`src/rtl/regfile_dump_reader.sv`:
```
// regfile_dump_reader
//   Debug/trace master that walks every register of the register file through
//   one asynchronous read port and streams each (address, data) pair out on a
//   valid/ready interface. It never writes the register file.
//
// Ports
//   clk        rising-edge clock
//   rst        synchronous, active-high reset
//   start      begin a dump (only looked at while idle)
//   abort      cancel an active dump (ignored while idle)
//   ra         read address to the register-file read port (idx, 0 when idle)
//   rd         combinational read data for ra
//   busy       high while a dump is in progress (FETCH, SEND, DONE)
//   out_valid  out_addr/out_data hold a beat
//   out_ready  consumer accepts the beat
//   out_addr   register index of the current beat
//   out_data   register contents of the current beat
//   done       one-cycle pulse after the last beat is accepted
module regfile_dump_reader #(
  parameter int NUM_REGS = 32,
  parameter int ADDR_W   = 5,
  parameter int DATA_W   = 32
) (
  input  logic              clk,
  input  logic              rst,
  input  logic              start,
  input  logic              abort,
  output logic [ADDR_W-1:0] ra,
  input  logic [DATA_W-1:0] rd,
  output logic              busy,
  output logic              out_valid,
  input  logic              out_ready,
  output logic [ADDR_W-1:0] out_addr,
  output logic [DATA_W-1:0] out_data,
  output logic              done
);

  if ((1 << ADDR_W) < NUM_REGS) begin : g_bad_addr_w
    $error("ADDR_W too narrow for NUM_REGS");
  end

  typedef enum logic [1:0] {
    S_IDLE,
    S_FETCH,
    S_SEND,
    S_DONE
  } state_t;

  // Index of the last register; idx stops here, so it never wraps.
  localparam logic [ADDR_W-1:0] LAST_IDX = ADDR_W'(NUM_REGS - 1);

  state_t            state;
  logic [ADDR_W-1:0] idx;

  // idx is held at 0 whenever idle, so the read port sees 0 outside a dump.
  assign ra   = idx;
  assign busy = (state != S_IDLE);

  always_ff @(posedge clk) begin
    if (rst) begin
      state     <= S_IDLE;
      idx       <= '0;
      out_valid <= 1'b0;
      out_addr  <= '0;
      out_data  <= '0;
      done      <= 1'b0;
    end else if (abort && (state != S_IDLE)) begin
      // Abort wins over out_ready: a beat on the bus this cycle is dropped.
      state     <= S_IDLE;
      idx       <= '0;
      out_valid <= 1'b0;
      done      <= 1'b0;
    end else begin
      case (state)
        S_IDLE: begin
          done <= 1'b0;
          if (start) begin
            idx   <= '0;
            state <= S_FETCH;
          end
        end
        S_FETCH: begin
          // rd has had a full cycle to settle for ra == idx; capture it.
          out_data  <= rd;
          out_addr  <= idx;
          out_valid <= 1'b1;
          state     <= S_SEND;
        end
        S_SEND: begin
          if (out_ready) begin
            out_valid <= 1'b0;
            if (idx == LAST_IDX) begin
              done  <= 1'b1;
              state <= S_DONE;
            end else begin
              idx   <= idx + 1'b1;
              state <= S_FETCH;
            end
          end
        end
        S_DONE: begin
          done  <= 1'b0;
          idx   <= '0;
          state <= S_IDLE;
        end
        default: begin
          state <= S_IDLE;
        end
      endcase
    end
  end

endmodule

```
`config.mk`:
```
export PLATFORM = sky130hd
export DESIGN_NAME = regfile_dump_reader
export DESIGN_NICKNAME = d
export VERILOG_FILES = /design/src/rtl/regfile_dump_reader.sv
export SDC_FILE = /design/constraint.sdc
export NUM_CORES = 1
export LEC_CHECK = 0
export CORE_MARGIN = 5
export CORE_UTILIZATION = 36
export CTS_CLUSTER_SIZE = 14
export DETAILED_ROUTE_END_ITERATION = 8
export PLACE_DENSITY = 0.75
export SLEW_MARGIN = 20
export SYNTH_ARGS = -nofsm -noshare
export SYNTH_HDL_FRONTEND = slang
export SYNTH_SLANG_ARGS = --single-unit
```
`constraint.sdc`:
```
create_clock -name clk -period 2.1 [get_ports clk]
set_clock_uncertainty 0.15 [all_clocks]
set_input_delay 0.42 -clock clk [delete_from_list [all_inputs] [get_ports clk]]
set_output_delay 0.42 -clock clk [all_outputs]
set_load 0.05 [all_outputs]
```
### Yosys cells after proc, flatten, opt, wreduce, memory -nomap -nowiden

Cells that the tools add are included.

* register bits after elaboration: 46
* input port bits: 37
* logic and storage cells: 42

* add/sub/neg operators: 1
* eq/ne operators: 8
* muxes and demuxes: 13
* bitwise gates (word level): 1
* reduce and logical (&&, ||, !) cells: 13

Operators by type and width (number)
* two-way mux 5 bit: 3
* case mux 5 bit (3 select lines): 1
* != test 2 bit, second input constant: 4
* case mux 2 bit (4 select lines): 1
* two-way mux 2 bit: 3
* AND reduction 2 bit: 3
* nonzero test 2 bit: 3
* adder 5 x 1 -> 5 bit, second input constant: 1
* equality test 5 bit, second input constant: 1
* equality test 2 bit, second input constant: 2
* case mux 1 bit (2 select lines): 2
* AND reduction 4 bit: 1
* OR reduction 2 bit: 2
* two-way mux 1 bit: 3
* AND reduction 3 bit: 1
* nonzero test 3 bit: 1
* equality test 2 x 1 -> 1 bit, second input constant: 1
* zero test 2 bit: 1
* logical AND 1 bit: 1
* NOT 1 bit: 1

### Longest topological paths before layout

* depth in word-level cells: 4
* mapped depth: 8
* mapped depth without buffers: 7

### Least setup slack after synthesis

OpenSTA, ideal clock, no wires.

* path kind: reg-to-reg
* start point: register idx[0], in the netlist ra[0]
* end point: register idx[3], in the netlist ra[3]
* setup time: 70 ps
* arrival time: 2269 ps
* slack: -389 ps
* cell stages (with the launch flop): 8
* buffers on the path: 0
* clock period less this slack: 2489 ps
* path through: dfxtp_1 ha_1 and3_1 ha_1 nand2b_1 a211o_1 or4_1 a21oi_1

* longest elaborated chain between the ends: 4
* elaborated cells between the ends (all ways): 7
* those cells by class: 1 x add/sub; 2 x eq/ne; 3 x mux; 1 x reduce/logical

Ends and longest elaborated chain
* from (decl): RTL line 53 `logic [ADDR_W-1:0] idx;`
* from (signal assigned): RTL line 96 `idx <= idx + 1'b1;`
* adder 5 x 1 -> 5 bit: RTL line 96
* two-way mux 5 bit: RTL line 92 `if (idx == LAST_IDX) begin`
* two-way mux 5 bit: RTL line 90 `if (out_ready) begin`
* case mux 5 bit (3 select lines): RTL line 74 `case (state)`

Parallel ways exist; a longest one is shown, timed or not. The select of a mux whose other input is x is not followed.
A chain may end at the register's enable or synchronous reset.

### Worst setup path in the final report

* start point: register idx[1], in the netlist ra[1]
* end point: register idx[3], in the netlist ra[3]

Same word-level chain as after synthesis.

==> metrics.csv <==
metric;value;unit
drt_iter0_drc;84;
start_kind;register;
first_pass_iters;4;
ir_worst_vdd;0.604;mV
worst_pin_slew;0.516;ns
clock_path_buffers;2;
nets;348;
hold_path_class;register to register;
grt_antenna_before_repair;0;
dr_wl_met2;2.11;mm
synthesis.nets;263;
cp_cell_sequence;ha_4 > and3_4 > ha_4 > nand2b_4 > a211o_4 > or4_1 > a21oi_1;
io_pins;82;
holdBufCountCts;0;
fmax;0.481;GHz
finalCriticalPeriod;2.08;ns
finalSetupViolCount;0;
initial_core_util;36.9;%
synth_largest_type_area_fraction;52.9;%
synth_area_leaders;dfxtp_1, nand2_1, a21oi_1, ha_1, clkbuf_1;
h-tree-depth;2;
hpwl;3.23;mm
pre_cts_ws;-0.106;ns
status;complete, no violations;
ys_ff_latch;46;
worstSetupStartpoint;ra[1];
timing.rr.end;ra[3];
slowest_stage;or4_1;
grt_overflow;0;
drc_errors;0;
place_area;2680;µm²
p_leak;1.03;nW
drt-wirelength-per-cell;12.3;µm
critPathMaxStageDelay;0.40;ns
diodes;0;
area_growth_syn_to_layout;61.8;%
crit_required;2.17;ns
io_buffers;81;
holdWs;0.305;ns
drv_slew;0;
nFillCells;448;
clk_pin_slew_worst_paths;0.08;ns
drv_cap;0;
gp_congestion;0.775;
cp-end-kind;register;
wl_met1;2.05;mm
die_area;6330;µm²
wl;4.60;mm
reg2reg_depth;7;
grt_pass1_vias;1565;
hold_viol;0;
post_synth_num_cell_types;23;
grt_pass1_wl;7.17;mm
post-route-cell-area;2820;µm²
synth_top_area_cell;dfxtp_1;
grt_start_max_net_pins;38;
syn_area;1740;µm²
synthCells;221;
crit_arrival;2.15;ns
crit_path_end;ra[3];
dr_wl_met3;427;µm
power.density;1110;nW/µm²
grt_usage;14.2;%
core_area;4720;µm²
period_share;99.0;%
cts-root-buf;clkbuf_8;
setup.worst_path.class;register to register;
syn_area_per_cell;7.88;µm²
reg2reg_setup_slack;0.02;ns
drive_gt1_share;11.4;%
yosys_warnings;0;
worst_slack;0.0211;ns
slew_headroom;65.5;%
ant_nets;0;
top_layer_used;met4;
num_rows;25;
cts_buffers;5;
instances_no_fill;374;
die_w;79.6;µm
cts_tree;yes;
seq_area_frac_synth;52.9;%
worstReg2RegStart;ra[1];
critPathMostFrequentCell;ha_4;
cp_max_fo;4;
clkLatencyLatePin;0.29;ns
dp.cells;364;
utilization;59.7;%
die_h;79.6;µm
vias;1729;
rsz0062_at_grt;true;
routed_via_density;4.62;
numClockSinks;46;
[flip-flops by register name, summed over array words and instances, names as in the netlist]
| signal | flops |
|---|---|
| ra | 5 |
| done | 1 |
| out_valid | 1 |
| state | 2 |
| out_addr | 5 |
| out_data | 32 |
[worst max-delay path, delay by kind of cell, from the launching register on]
kind                       cells  cell delay (ns)
and+or+nand+nor                3             0.72
adders and majority gates      2             0.31
DFF                            1             0.36
AOI/OAI and AO/OA              2             0.47
[metrics by stage]
stage               setup TNS [ns]  power (mW)
finish                           0        3.12
global route               -0.0411        3.31
CTS                              0        3.16
detailed placement          -0.120        2.54
global placement           -0.0770        2.52
floorplan                        0        2.01
[metal layers]
metal,up-vias,GRT usage [%]
met1,776,18.1
met4,0,3.61
met5,-,0
met3,2,5.42
met2,56,22.3
li1,895,-
[area by class of cell]
cell class                      count  area, µm²  area share, %
Clock buffer                        8        101           3.60
Inverter                            5       18.8          0.666
Multi-Input combinational cell    157        802           28.5
Sequential cell                    46        928           32.9
Tap cell                           67       83.8           2.98
Timing Repair Buffer               91        883           31.3
[cell families after synthesis]
kind of cell / count (synthesis) / synth area share (%)
compound gates: 54 / 16.3
fa+ha+maj: 5 / 3.59
buf+inv: 18 / 3.95
flops: 46 / 52.9
simple gates: 98 / 23.3
[cell usage in the layout (no fill, tap or decap), types with 2 or more instances in the layout]
cell	instances
nand2_1	80
clkdlybuf4s50_1	70
a21oi_1	46
dfxtp_1	44
buf_4	19
inv_1	5
clkbuf_8	5
nand3_1	4
nor2_1	3
ha_1	3
nand2b_1	2
and2_1	2
a211oi_1	2
o21ai_0	2
ha_4	2
clkbuf_1	2
buf_12	2
dfxtp_4	2
[how the worst min path moves through the flow]
stage,slack [ns],from,cells past startpoint,to
CTS,0.31,out_data[26],2,out_data[26]
global route,0.33,out_data[18],2,out_data[18]
global placement,0.29,out_data[6],2,out_data[6]
detailed placement,0.30,out_data[26],2,out_data[26]
finish,0.30,out_data[18],2,out_data[18]
floorplan,0.33,state[0],2,state[1]
[synth_stat cells, drive strengths merged]
cell	n
a211oi	2
and2	2
dfxtp	46
ha	5
nand2	80
nand4b	1
clkbuf	8
nor2	3
nor2b	1
and3	1
or4	1
or3	1
a21oi	46
a21o	1
a22oi	1
buf	5
nand3	4
nand2b	3
a211o	1
inv	5
o21ai	3
nand4	1
[repair_timing]
item / in CTS / in global routing
endpoints found under the setup margin: 1 / 2
buffers inserted: 2 / 0
pin swaps: 1 / 0
gates resized for setup: 2 / 2
[report_power, final]
group | internal (mW) | switching, mW | leakage, nW
clock network | 0.308 | 0.278 | 0.0506
registers | 1.01 | 0.0694 | 0.376
logic | 0.521 | 0.937 | 0.604
total | 1.84 | 1.28 | 1.03
No activity file was read; power rests on OpenSTA's default activity.
